**src/rtl/usb_dpdm_xcvr_if.sv**
```systemverilog
// D+/D- transceiver bundle: TX packet handshake, RX bit stream and status, raw line pins.
// The transceiver connects on the slave modport; the protocol FSM or bench connects on master.
interface usb_dpdm_xcvr_if #(
    parameter int LEN_W = 7
);
    logic             tx_start;
    logic [LEN_W-1:0] tx_len;
    logic             tx_bit;
    logic             tx_bit_req;
    logic             tx_busy;
    logic             tx_done;
    logic             dp_w;
    logic             dm_w;
    logic             rx_en;
    logic             dp_r;
    logic             dm_r;
    logic             rx_bit;
    logic             rx_valid;
    logic             rx_eop;
    logic             rx_err;
    logic             rx_timeout;
    logic [LEN_W-1:0] rx_count;

    modport slave (
        input  tx_start, tx_len, tx_bit, rx_en, dp_r, dm_r,
        output tx_bit_req, tx_busy, tx_done, dp_w, dm_w,
        output rx_bit, rx_valid, rx_eop, rx_err, rx_timeout, rx_count
    );

    modport master (
        output tx_start, tx_len, tx_bit, rx_en, dp_r, dm_r,
        input  tx_bit_req, tx_busy, tx_done, dp_w, dm_w,
        input  rx_bit, rx_valid, rx_eop, rx_err, rx_timeout, rx_count
    );
endinterface

```
**src/rtl/usb_dpdm_xcvr.sv**
```systemverilog
// Half-duplex USB D+/D- line transceiver: serialises variable-length packets with EOP on TX,
// detects start/bits/EOP on RX with error and sync-timeout reporting.
//
// TX state | meaning                      RX state | meaning
// T_IDLE   | drive J, wait for tx_start    R_IDLE   | disabled or own TX in progress
// T_DATA   | drive tx_bit, request bits    R_SEEK   | waiting for first K, timeout runs
// T_SE0    | drive EOP SE0                 R_RECV   | delivering J/K bits
// T_JEND   | drive closing J, tx_done      R_EOP    | counting SE0, expecting J
module usb_dpdm_xcvr #(
    parameter int LEN_W   = 7,
    parameter int EOP_SE0 = 2,
    parameter int EOP_J   = 1,
    parameter int TIMEOUT = 255
) (
    input  logic               clk,
    input  logic               rst_b,
    usb_dpdm_xcvr_if.slave     bus
);
    localparam int TO_W = $clog2(TIMEOUT + 1);
    localparam int SW   = $clog2(EOP_SE0 + 1);
    localparam int EMAX = (EOP_SE0 > EOP_J) ? EOP_SE0 : EOP_J;
    localparam int EW   = $clog2(EMAX + 1);
    localparam int CW   = (LEN_W > EW) ? LEN_W : EW;

    localparam logic [1:0] LINE_SE0 = 2'b00;
    localparam logic [1:0] LINE_K   = 2'b01;
    localparam logic [1:0] LINE_J   = 2'b10;

    typedef enum logic [1:0] {T_IDLE, T_DATA, T_SE0, T_JEND} tx_state_t;
    typedef enum logic [1:0] {R_IDLE, R_SEEK, R_RECV, R_EOP} rx_state_t;

    tx_state_t        r_tx_state, w_tx_nxt;
    logic [CW-1:0]    r_tx_cnt, w_tx_cnt_nxt;
    logic [LEN_W-1:0] r_tx_len, w_tx_len_nxt;

    rx_state_t        r_rx_state, w_rx_nxt;
    logic [TO_W-1:0]  r_to_cnt, w_to_nxt, w_to_inc;
    logic [SW-1:0]    r_se0_cnt, w_se0_nxt;
    logic [LEN_W-1:0] r_rx_count, w_count_nxt, w_count_sat;
    logic             r_rx_bit, w_bit_nxt;
    logic             r_rx_valid, w_valid_nxt;
    logic             r_rx_eop, w_eop_nxt;
    logic             r_rx_err, w_err_nxt;
    logic             r_rx_timeout, w_timeout_nxt;
    logic [1:0]       w_line;
    logic             w_rx_hold;

    always_ff @(posedge clk or negedge rst_b) begin
        if (!rst_b) begin
            r_tx_state <= T_IDLE;
            r_tx_cnt   <= '0;
            r_tx_len   <= '0;
        end else begin
            r_tx_state <= w_tx_nxt;
            r_tx_cnt   <= w_tx_cnt_nxt;
            r_tx_len   <= w_tx_len_nxt;
        end
    end

    always_comb begin
        w_tx_nxt     = r_tx_state;
        w_tx_cnt_nxt = r_tx_cnt;
        w_tx_len_nxt = r_tx_len;
        case (r_tx_state)
            T_IDLE: begin
                if (bus.tx_start && (bus.tx_len != '0)) begin
                    w_tx_nxt     = T_DATA;
                    w_tx_cnt_nxt = '0;
                    w_tx_len_nxt = bus.tx_len;
                end
            end
            T_DATA: begin
                if (r_tx_cnt == (CW'(r_tx_len) - CW'(1))) begin
                    w_tx_nxt     = T_SE0;
                    w_tx_cnt_nxt = '0;
                end else begin
                    w_tx_cnt_nxt = r_tx_cnt + CW'(1);
                end
            end
            T_SE0: begin
                if (r_tx_cnt == CW'(EOP_SE0 - 1)) begin
                    w_tx_nxt     = T_JEND;
                    w_tx_cnt_nxt = '0;
                end else begin
                    w_tx_cnt_nxt = r_tx_cnt + CW'(1);
                end
            end
            T_JEND: begin
                if (r_tx_cnt == CW'(EOP_J - 1)) begin
                    w_tx_nxt     = T_IDLE;
                    w_tx_cnt_nxt = '0;
                end else begin
                    w_tx_cnt_nxt = r_tx_cnt + CW'(1);
                end
            end
            default: begin
                w_tx_nxt     = T_IDLE;
                w_tx_cnt_nxt = '0;
            end
        endcase
    end

    always_comb begin
        bus.dp_w       = 1'b1;
        bus.dm_w       = 1'b0;
        bus.tx_bit_req = 1'b0;
        bus.tx_done    = 1'b0;
        bus.tx_busy    = (r_tx_state != T_IDLE);
        case (r_tx_state)
            T_DATA: begin
                bus.dp_w       = bus.tx_bit;
                bus.dm_w       = ~bus.tx_bit;
                bus.tx_bit_req = 1'b1;
            end
            T_SE0: begin
                bus.dp_w = 1'b0;
                bus.dm_w = 1'b0;
            end
            T_JEND: bus.tx_done = (r_tx_cnt == CW'(EOP_J - 1));
            default: ;
        endcase
    end

    // Receiver is parked whenever we are driving the line ourselves.
    assign w_rx_hold   = !bus.rx_en || bus.tx_busy;
    assign w_line      = {bus.dp_r, bus.dm_r};
    assign w_to_inc    = r_to_cnt + TO_W'(1);
    assign w_count_sat = (r_rx_count == '1) ? r_rx_count : r_rx_count + LEN_W'(1);

    always_ff @(posedge clk or negedge rst_b) begin
        if (!rst_b) begin
            r_rx_state   <= R_IDLE;
            r_to_cnt     <= '0;
            r_se0_cnt    <= '0;
            r_rx_count   <= '0;
            r_rx_bit     <= 1'b0;
            r_rx_valid   <= 1'b0;
            r_rx_eop     <= 1'b0;
            r_rx_err     <= 1'b0;
            r_rx_timeout <= 1'b0;
        end else begin
            r_rx_state   <= w_rx_nxt;
            r_to_cnt     <= w_to_nxt;
            r_se0_cnt    <= w_se0_nxt;
            r_rx_count   <= w_count_nxt;
            r_rx_bit     <= w_bit_nxt;
            r_rx_valid   <= w_valid_nxt;
            r_rx_eop     <= w_eop_nxt;
            r_rx_err     <= w_err_nxt;
            r_rx_timeout <= w_timeout_nxt;
        end
    end

    always_comb begin
        w_rx_nxt      = r_rx_state;
        w_to_nxt      = r_to_cnt;
        w_se0_nxt     = r_se0_cnt;
        w_count_nxt   = r_rx_count;
        w_bit_nxt     = r_rx_bit;
        w_valid_nxt   = 1'b0;
        w_eop_nxt     = 1'b0;
        w_err_nxt     = 1'b0;
        w_timeout_nxt = 1'b0;
        if (w_rx_hold) begin
            w_rx_nxt = R_IDLE;
            w_to_nxt = '0;
        end else begin
            case (r_rx_state)
                R_IDLE: begin
                    w_rx_nxt = R_SEEK;
                    w_to_nxt = '0;
                end
                R_SEEK: begin
                    if (w_line == LINE_K) begin
                        w_rx_nxt    = R_RECV;
                        w_valid_nxt = 1'b1;
                        w_bit_nxt   = bus.dp_r;
                        w_count_nxt = LEN_W'(1);
                        w_to_nxt    = '0;
                    end else if (w_to_inc == TO_W'(TIMEOUT)) begin
                        w_timeout_nxt = 1'b1;
                        w_to_nxt      = '0;
                    end else begin
                        w_to_nxt = w_to_inc;
                    end
                end
                R_RECV: begin
                    case (w_line)
                        LINE_J, LINE_K: begin
                            w_valid_nxt = 1'b1;
                            w_bit_nxt   = bus.dp_r;
                            w_count_nxt = w_count_sat;
                        end
                        LINE_SE0: begin
                            w_rx_nxt  = R_EOP;
                            w_se0_nxt = SW'(1);
                        end
                        default: begin
                            w_rx_nxt  = R_SEEK;
                            w_err_nxt = 1'b1;
                        end
                    endcase
                end
                R_EOP: begin
                    if (w_line == LINE_SE0) begin
                        w_se0_nxt = (r_se0_cnt == '1) ? r_se0_cnt : r_se0_cnt + SW'(1);
                    end else begin
                        w_rx_nxt = R_SEEK;
                        if ((w_line == LINE_J) && (r_se0_cnt >= SW'(EOP_SE0))) begin
                            w_eop_nxt = 1'b1;
                        end else begin
                            w_err_nxt = 1'b1;
                        end
                    end
                end
                default: w_rx_nxt = R_IDLE;
            endcase
        end
    end

    assign bus.rx_bit     = r_rx_bit;
    assign bus.rx_valid   = r_rx_valid;
    assign bus.rx_eop     = r_rx_eop;
    assign bus.rx_err     = r_rx_err;
    assign bus.rx_timeout = r_rx_timeout;
    assign bus.rx_count   = r_rx_count;
endmodule

```
**src/flat_wrapper.sv**
```systemverilog
// flat-port wrapper written by rule: the top's interface ports become plain ports
module usb_dpdm_xcvr_flat 
#(
    parameter int LEN_W   = 7,
    parameter int EOP_SE0 = 2,
    parameter int EOP_J   = 1,
    parameter int TIMEOUT = 255
)
  (clk, rst_b, bus_tx_start, bus_tx_len, bus_tx_bit, bus_rx_en, bus_dp_r, bus_dm_r, bus_tx_bit_req, bus_tx_busy, bus_tx_done, bus_dp_w, bus_dm_w, bus_rx_bit, bus_rx_valid, bus_rx_eop, bus_rx_err, bus_rx_timeout, bus_rx_count);
  usb_dpdm_xcvr_if #(.LEN_W(LEN_W)) bus_i ();
  input  logic clk;
  input  logic rst_b;
  input wire logic [$bits(bus_i.tx_start)-1:0] bus_tx_start;
  input wire logic [$bits(bus_i.tx_len)-1:0] bus_tx_len;
  input wire logic [$bits(bus_i.tx_bit)-1:0] bus_tx_bit;
  input wire logic [$bits(bus_i.rx_en)-1:0] bus_rx_en;
  input wire logic [$bits(bus_i.dp_r)-1:0] bus_dp_r;
  input wire logic [$bits(bus_i.dm_r)-1:0] bus_dm_r;
  output wire logic [$bits(bus_i.tx_bit_req)-1:0] bus_tx_bit_req;
  output wire logic [$bits(bus_i.tx_busy)-1:0] bus_tx_busy;
  output wire logic [$bits(bus_i.tx_done)-1:0] bus_tx_done;
  output wire logic [$bits(bus_i.dp_w)-1:0] bus_dp_w;
  output wire logic [$bits(bus_i.dm_w)-1:0] bus_dm_w;
  output wire logic [$bits(bus_i.rx_bit)-1:0] bus_rx_bit;
  output wire logic [$bits(bus_i.rx_valid)-1:0] bus_rx_valid;
  output wire logic [$bits(bus_i.rx_eop)-1:0] bus_rx_eop;
  output wire logic [$bits(bus_i.rx_err)-1:0] bus_rx_err;
  output wire logic [$bits(bus_i.rx_timeout)-1:0] bus_rx_timeout;
  output wire logic [$bits(bus_i.rx_count)-1:0] bus_rx_count;
  assign bus_i.tx_start = bus_tx_start;
  assign bus_i.tx_len = bus_tx_len;
  assign bus_i.tx_bit = bus_tx_bit;
  assign bus_i.rx_en = bus_rx_en;
  assign bus_i.dp_r = bus_dp_r;
  assign bus_i.dm_r = bus_dm_r;
  assign bus_tx_bit_req = bus_i.tx_bit_req;
  assign bus_tx_busy = bus_i.tx_busy;
  assign bus_tx_done = bus_i.tx_done;
  assign bus_dp_w = bus_i.dp_w;
  assign bus_dm_w = bus_i.dm_w;
  assign bus_rx_bit = bus_i.rx_bit;
  assign bus_rx_valid = bus_i.rx_valid;
  assign bus_rx_eop = bus_i.rx_eop;
  assign bus_rx_err = bus_i.rx_err;
  assign bus_rx_timeout = bus_i.rx_timeout;
  assign bus_rx_count = bus_i.rx_count;
  usb_dpdm_xcvr #(.LEN_W(LEN_W), .EOP_SE0(EOP_SE0), .EOP_J(EOP_J), .TIMEOUT(TIMEOUT)) u_core (.clk(clk), .rst_b(rst_b), .bus(bus_i));
endmodule
```
**config.mk**
```make
export PLATFORM = sky130hd
export DESIGN_NAME = usb_dpdm_xcvr_flat
export DESIGN_NICKNAME = d
export VERILOG_FILES = /design/src/rtl/usb_dpdm_xcvr_if.sv /design/src/rtl/usb_dpdm_xcvr.sv /design/src/flat_wrapper.sv
export SDC_FILE = /design/constraint.sdc
export NUM_CORES = 1
export LEC_CHECK = 0
export CORE_ASPECT_RATIO = 1.2
export CORE_MARGIN = 5
export CORE_UTILIZATION = 45
export DETAILED_ROUTE_END_ITERATION = 16
export DONT_BUFFER_PORTS = 1
export SYNTH_ARGS = -nofsm -noshare
export SYNTH_HDL_FRONTEND = slang
export SYNTH_SLANG_ARGS = --single-unit
```
**constraint.sdc**
```tcl
create_clock -name clk -period 5.9 [get_ports clk]
set_input_delay 1.18 -clock clk [delete_from_list [all_inputs] [get_ports clk]]
set_output_delay 1.18 -clock clk [all_outputs]
set_load 0.05 [all_outputs]
```
# Word level (Yosys, flattened, before mapping)
# Index checks and enable logic that the tools add are counted.
word_totals:
  reg_bits: 40
  latchBits: 0
  ramBits: 0
  mem_bits_ro: 0
  word_cells: 118
  n_memories: 0
classes:
  n_addsub: 5
  multipliers: 0
  div: 0
  magnitude_cmp: 1
  n_eq_ne: 26
  shifts: 0
  n_mux: 51
  bitwise: 2
  reduce_logical: 21
op_table:
  columns: ["operator", "count"]
  rows:
  - ["7-bit two-way mux", 7]
  - ["7-bit case mux with 4 select lines", 1]
  - ["8-bit two-way mux", 3]
  - ["1-bit two-way mux", 20]
  - ["2-bit two-way mux", 10]
  - ["2-bit by 1-bit != test with 1-bit output, second input constant", 8]
  - ["2-bit case mux with 4 select lines", 2]
  - ["8-bit case mux with 2 select lines", 1]
  - ["7-bit by 1-bit adder with 7-bit output, second input constant", 2]
  - ["7-bit case mux with 2 select lines", 1]
  - ["2-bit == test, second input constant", 6]
  - ["5-bit AND reduction", 2]
  - ["8-bit by 1-bit adder with 8-bit output, second input constant", 1]
  - ["8-bit == test, second input constant", 1]
  - ["1-bit case mux with 2 select lines", 4]
  - ["2-bit case mux with 2 select lines", 2]
  - ["4-bit AND reduction", 2]
  - ["7-bit by 1-bit == test with 1-bit output, second input constant", 1]
  - ["7-bit == test", 1]
  - ["7-bit == test, second input constant", 1]
  - ["7-bit logical NOT", 1]
  - ["7-bit nonzero test", 1]
  - ["7-bit by 1-bit subtractor with 7-bit output, second input constant", 1]
  - ["2-bit by 1-bit == test with 1-bit output, second input constant", 3]
  - ["other kinds (16)", 24]

# Longest topological paths before layout
# Gate-level depths: netlist (run 1).
depth:
  depth_word: 6
  mapped_depth: 9
  mapped_depth_nobuf: 8

# Worst setup path before layout (run 1)
# OpenSTA, ideal clock, no wires.
synth_timing:
  kind: "input -> output"
  start: "input port bus_tx_bit"
  end: "output port bus_dp_w"
  arrival_ns: 2.304
  required_time_ns: 4.720
  setup_slack_ns: 2.416
  stages: 2
  cell_sequence: "nor2_1 a21oi_1"
synth_between:
  elab_chain_len: 1
synth_rtl:
  columns: ["item", "line", "source"]
  rows:
  - ["from (decl)", "flat_wrapper.sv:15", "input wire logic [$bits(bus_i.tx_bit)-1:0] bus_tx_bit;"]
  - ["1-bit case mux with 2 select lines", "usb_dpdm_xcvr.sv:109", "case (r_tx_state)"]
  - ["to (decl)", "flat_wrapper.sv:22", "output wire logic [$bits(bus_i.dp_w)-1:0] bus_dp_w;"]
# No other way between the ends.

# Worst setup path after layout (run 1)
layout_timing:
  start: "register u_core.r_tx_state[1]"
  end: "output port bus_dp_w"
layout_between:
  elab_chain_len: 2
layout_rtl:
  columns: ["item", "line", "source"]
  rows:
  - ["from (decl)", "usb_dpdm_xcvr.sv:32", "tx_state_t r_tx_state, w_tx_nxt;"]
  - ["from (signal assigned)", "usb_dpdm_xcvr.sv:54", "r_tx_state <= w_tx_nxt;"]
  - ["2-bit == test or 2-bit by 1-bit == test with 1-bit output (tied branches)", "usb_dpdm_xcvr.sv:109", null]
  - ["1-bit case mux with 2 select lines (*)", "usb_dpdm_xcvr.sv:109", null]
# Every way passes the cells marked *; elsewhere a longest branch is shown, timed or not.

==> results.tsv, run 1 <==
metric	value	unit
n_antenna_cell	0	
max_clock_freq	257.9	MHz
postSynthCellCount	286	
worstRegToRegCells	8	
areaGrowthSynthToFinish	5.764	%
start_util	46.34	%
seq_area	1001	um2
io_buffers	0	
root_buffer	clkbuf_8	
antenna_found_initial	0	
htreeDepth	2	
drt_pass1_iterations	4	
setup_ws	2.023	ns
arrival	2.70	ns
wl_per_cell	14.96	um
cts_buffer_depth	2	
holdPathEnd	u_core.r_to_cnt[7]	
drc_errors	0	
hp-start	u_core.r_to_cnt[7]	
numCtsBuffers	5	
ioPinCount	31	
p_leak	1.198	nW
synth-async-reset-ratio	100.0	%
cap_violations	0	
grt_pass1_vias	2003	
worstSetupPathType	register to primary output	
die_w	79.74	um
hold_buffers	0	
holdWs	0.5114	ns
slew_violations	0	
synthFlopType	dfrtp_1	
grtUsageMet3	4.607	%
status	completed	
antenna_left	0	
syn-num-nets	322	
synth_edf_count	0	
met2_usage	27.37	%
grt_pass1_wl	9480	um
top_usage_layer	met2	
end_kind	primary output	
clk_latency	0.29	ns
cts_resized	0	
grt_max_degree	41	
cts_setup_buffers	0	
core_area	5668	um2
final_cell_mix	dfrtp_1 (40), inv_1 (25), nand2_1 (23)	
multi_input_area	1493	um2
path_clk_slew	0.07	ns
gp_congestion	0.7654	
rsz0062_at_grt	no	
relSlewSlack	31.00	%
r2r-start	u_core.r_tx_len[0]	
r2r_slack	3.20	ns
tightest_slew	1.038	ns
finClkSkew	0.006371	ns
dieArea	7470	um2
max_stage_delay	0.75	ns
period_minus_slack	3.877	ns
finalSetupTns	0	ns
final_common_cell	dfrtp_1	
drt_iter0_markers	48	
cts_tree	built	
cts.sinks	40	
use_met1	19.20	%
grt_usage	15.98	%
vias	1992	
hpwl	4037	um
crit_family	simple AND/OR/NAND/NOR gates	
synth.avg_cell_area	9.183	um2
die_h	93.69	um
setup_viol	0	
fp-row-count	30	
ys_warn_count	0	
holdCritPathClass	register to register	
critPathLaunchType	register	
cpMostUsedCell	inv_1	
cp_num_buf_inv	2	
holdPathStages	1	
crit_fanout	4	
overflow	0	
yosys_register_bits	40	
power_density	370.4	nW/um2
vdd_drop_max	0.1820	mV
via_per_inst	5.458	
finalWirelength	5461	um
cp_slowest_cell	nor2_1	
reg2reg_to	u_core.r_tx_cnt[4]	
synth_cell_types	51	
cp.required	4.72	ns
cp_cell_sequence	inv_1 > ha_1 > inv_1 > nor2_1 > a21oi_1	
seq_area_frac_synth	38.11	%
finalHoldViolations	0	
final_layout_size_suffix_gt1_share	8.772	%
pre_cts_slack	2.339	ns
finalNetCount	320	
min_period_over_period	65.71	%
syn-cell-area	2626	um2
nFillCells	537	
[stage by stage]
stage | power, W | util (%) | cell area (um2) | cells
after floorplan | 0.0007667 | - | 2626 | 286
after global placement | 0.0008443 | 47.42 | 2688 | 357
after detailed placement | 0.0008495 | 47.42 | 2688 | 357
after CTS | 0.001045 | 49.01 | 2778 | 365
after global routing | 0.001113 | 49.01 | 2778 | 365
final | 0.001029 | 49.01 | 2778 | 365
[sequential cells by signal (all words and copies together) (netlist names), 2 cells and up]
signal	count
u_core.r_to_cnt	8
u_core.r_tx_len	7
u_core.bus.rx_count	7
u_core.r_rx_state	2
u_core.r_tx_state	2
u_core.r_tx_cnt	7
u_core.r_se0_cnt	2
[worst reg2reg max path, delay by kind of cell, from the launching register on]
family	cells	cell delay (ns)
xor gates and xnor gates	1	0.13
AOI/OAI and AO/OA	5	1.60
adders and majority gates	1	0.31
buffers and inverters	1	0.08
DFF	1	0.49
[synth_stat cells, drive strengths merged (5+ instances only)]
master | n | area share (%)
o31ai | 5 | 1.4
clkbuf | 5 | 0.71
nand2 | 23 | 3.3
a21o | 5 | 1.4
a21oi | 12 | 2.3
dfrtp | 40 | 38
or3 | 5 | 1.2
nand3 | 10 | 1.9
a211oi | 5 | 1.6
nor2 | 20 | 2.9
ha | 22 | 10
nor3 | 9 | 1.7
xor2 | 7 | 2.3
o21ai | 23 | 4.4
mux2 | 9 | 4.0
inv | 25 | 3.6
[power by group]
part           total, W  internal [W]  switching (W)
Combinational  0.000422      0.000180       0.000242
Sequential     0.000419      0.000322      0.0000961
Clock          0.000188     0.0000954      0.0000928
[routing by layer]
metal | up-vias | routed length, um
met4 | 0 | 74
met2 | 40 | 2643
li1 | 1012 | -
met5 | - | 0
met3 | 6 | 323
met1 | 934 | 2420
[area by class of cell]
| type | count | share of cell area, % |
|---|---|---|
| clock buffers | 8 | 3.243 |
| inverters | 25 | 3.378 |
| multi-input cells | 212 | 53.74 |
| flip-flops and latches | 40 | 36.04 |
| well taps | 80 | 3.604 |
[worst max-delay path by stage]
stage                               from  depth (start not counted)  slack, ns  endpoint
global placement              bus_tx_bit                          2       2.38  bus_dp_w
detailed placement  u_core.r_tx_state[1]                          5       2.34  bus_dp_w
floorplan                     bus_tx_bit                          2       2.42  bus_dp_w
global route        u_core.r_tx_state[1]                          5       1.86  bus_dp_w
finish              u_core.r_tx_state[1]                          5       2.02  bus_dp_w
CTS                 u_core.r_tx_state[1]                          5       2.01  bus_dp_w
[logic make-up after synthesis]
logic type | after synthesis | synth area share, %
AOI/OAI and AO/OA | 72 | 18.39
xor gates and xnor gates | 12 | 4.526
adders and majority gates | 22 | 10.48
buffers and inverters | 34 | 5.050
DFF | 40 | 38.11
muxes | 12 | 5.145
and+or+nand+nor | 94 | 18.29
(Power assumes the default switching activity.)
==> inputs of run 2 (changes only) <==
Clock period 5.9 ns to 3.9 ns, I/O delays scaled along.
==> run 2 against run 1 <==
Effect of this change:
- clock-buffer cell count down 2
- first-iteration DRC count up 71%
- highest routed layer unchanged
- non-clock buffer count up 2
- sequential share of layout area down 0.23 points
- total power up 52%
- die area unchanged
- hold slack worse by 0.33 ns
- final cell count up 0.55%
- worst setup slack worse by 0.83 ns
- cell area up 0.63%
- global-route usage down 0.12 points
- via count up 0.45%
==> results.tsv, run 2 (same netlist as run 1, synthesis figures left out) <==
metric	value	unit
status	completed	
die_w	79.74	um
max_stage_delay	0.57	ns
grt_usage	15.87	%
postLayoutCellArea	2795	um2
r2r-start	u_core.r_tx_len[0]	
largest_register	u_core.r_to_cnt	
slew_violations	0	
overflow	0	
largest_reg_flops	8	
drc_errors	0	
vdd_drop_max	0.2095	mV
setup_ws	1.193	ns
antenna_left	0	
r2r_slack	1.26	ns
holdWs	0.1793	ns
critPathLaunchType	register	
final_cell_mix	dfrtp_1 (40), inv_1 (25), nand2_1 (23)	
power_density	560.5	nW/um2
root_buffer	clkbuf_8	
max_clock_freq	369.4	MHz
arrival	1.93	ns
io_buffers	0	
finalWirelength	5360	um
start_util	46.34	%
min_period_over_period	69.42	%
rsz0062_at_grt	no	
crit_fanout	4	
stdcell_count	367	
dieArea	7470	um2
vias	2001	
tightest_slew	0.8554	ns
fp-row-count	30	
grt_max_degree	41	
worstRegToRegCells	8	
clk_latency	0.29	ns
hpwl	4044	um
critical_path.startpoint	u_core.r_tx_state[1]	
met3WireLength	307	um
cts_buffer_depth	2	
m1WireLength	2378	um
finClkSkew	0.004181	ns
reg2reg_to	u_core.r_tx_cnt[4]	
cpMostUsedCell	inv_1	
path_depth	6	
worstSetupPathType	register to primary output	
cts.sinks	40	
cap_violations	0	
core_area	5668	um2
wl_met2	2593	um
drt_pass1_iterations	4	
numCtsBuffers	5	
crit_family	adder cells	
p_leak	1.213	nW
cp_cell_sequence	inv_1 > ha_1 > inv_1 > nor2_1 > a21oi_1 > buf_4	
cp_num_buf_inv	3	
cp_slowest_cell	ha_1	
placed_cells	359	
grt_pass1_vias	1991	
placed_cell_area	2703	um2
cts_tree	built	
final_layout_size_suffix_gt1_share	10.10	%
holdCritPathClass	input port to async pin	
areaGrowthSynthToFinish	6.432	%
cts_resized	0	
hold_buffers	0	
antenna_found_initial	0	
via_per_inst	5.452	
cp.required	3.12	ns
drt_iter0_markers	82	
gp_congestion	0.7910	
die_h	93.69	um
path_clk_slew	0.07	ns
setup_viol	0	
end_kind	primary output	
finalSetupTns	0	ns
nFillCells	564	
finalNetCount	322	
wl_per_cell	14.60	um
pre_cts_slack	1.199	ns
ioPinCount	31	
n_antenna_cell	0	
cts_setup_buffers	0	
grt_pass1_wl	9301	um
finalHoldViolations	0	
period_minus_slack	2.707	ns
htreeDepth	2	
top_layer	met4	
relSlewSlack	42.54	%
final_common_cell	dfrtp_1	
crit_end	bus_dp_w	
run 2: changes by cell type in the layout (fill, tap and decap cells not counted), sizes merged:
cell	change
clkbuf	-2
buf	+2
clkinv	+2
run 2: area by class of cell:
type | instances | area [um2] | share of cell area, %
Inverter | 25 | 93.84 | 3.357
Clock inverter | 2 | 10.01 | 0.3581
Tap cell | 80 | 100.1 | 3.581
Sequential cell | 40 | 1001 | 35.81
Timing Repair Buffer | 2 | 15.01 | 0.5372
Multi-Input combinational cell | 212 | 1493 | 53.40
Clock buffer | 6 | 82.58 | 2.954
run 2: metal layers:
| metal | GRT usage (%) | vias up |
|---|---|---|
| met5 | 0 | - |
| met4 | 6.197 | 0 |
| met3 | 4.990 | 7 |
| met2 | 27.09 | 43 |
| met1 | 18.39 | 936 |
| li1 | - | 1015 |
run 2: report_power, final:
group	total [W]	switching (W)	internal, W
Combinational	0.000654	0.000371	0.000283
Sequential	0.000633	0.000145	0.000488
Clock	0.000279	0.000138	0.000141
Total	0.00157	0.000655	0.000912
run 2: worst reg2reg max path: cells and delay by family, from the launching register on:
family	cells	cell delay, ns
AO/OA/AOI/OAI	5	1.57
XOR/XNOR	1	0.13
adder cells (fa/ha/maj)	1	0.31
buffers and inverters	1	0.07
flip-flops	1	0.47
run 2: per-stage QoR:
| stage | utilization, % | power [W] |
|---|---|---|
| final | 49.32 | 0.001567 |
| after global routing | 49.32 | 0.001688 |
| after CTS | 49.32 | 0.001586 |
| after detailed placement | 47.68 | 0.001299 |
| after global placement | 47.68 | 0.001286 |
| after floorplan | - | 0.001160 |
run 2: worst min-delay path by stage:
stage	endpoint	slack [ns]	depth (start not counted)
6_report	u_core.r_tx_state[1]	0.18	0
5_1_grt	u_core.r_tx_state[1]	0.16	0
4_1_cts	u_core.r_rx_state[1]	0.17	0
3_5_place_dp	u_core.r_tx_state[0]	0.49	0
3_3_place_gp	u_core.r_tx_state[0]	0.49	0
2_1_floorplan	u_core.r_to_cnt[7]	0.47	1
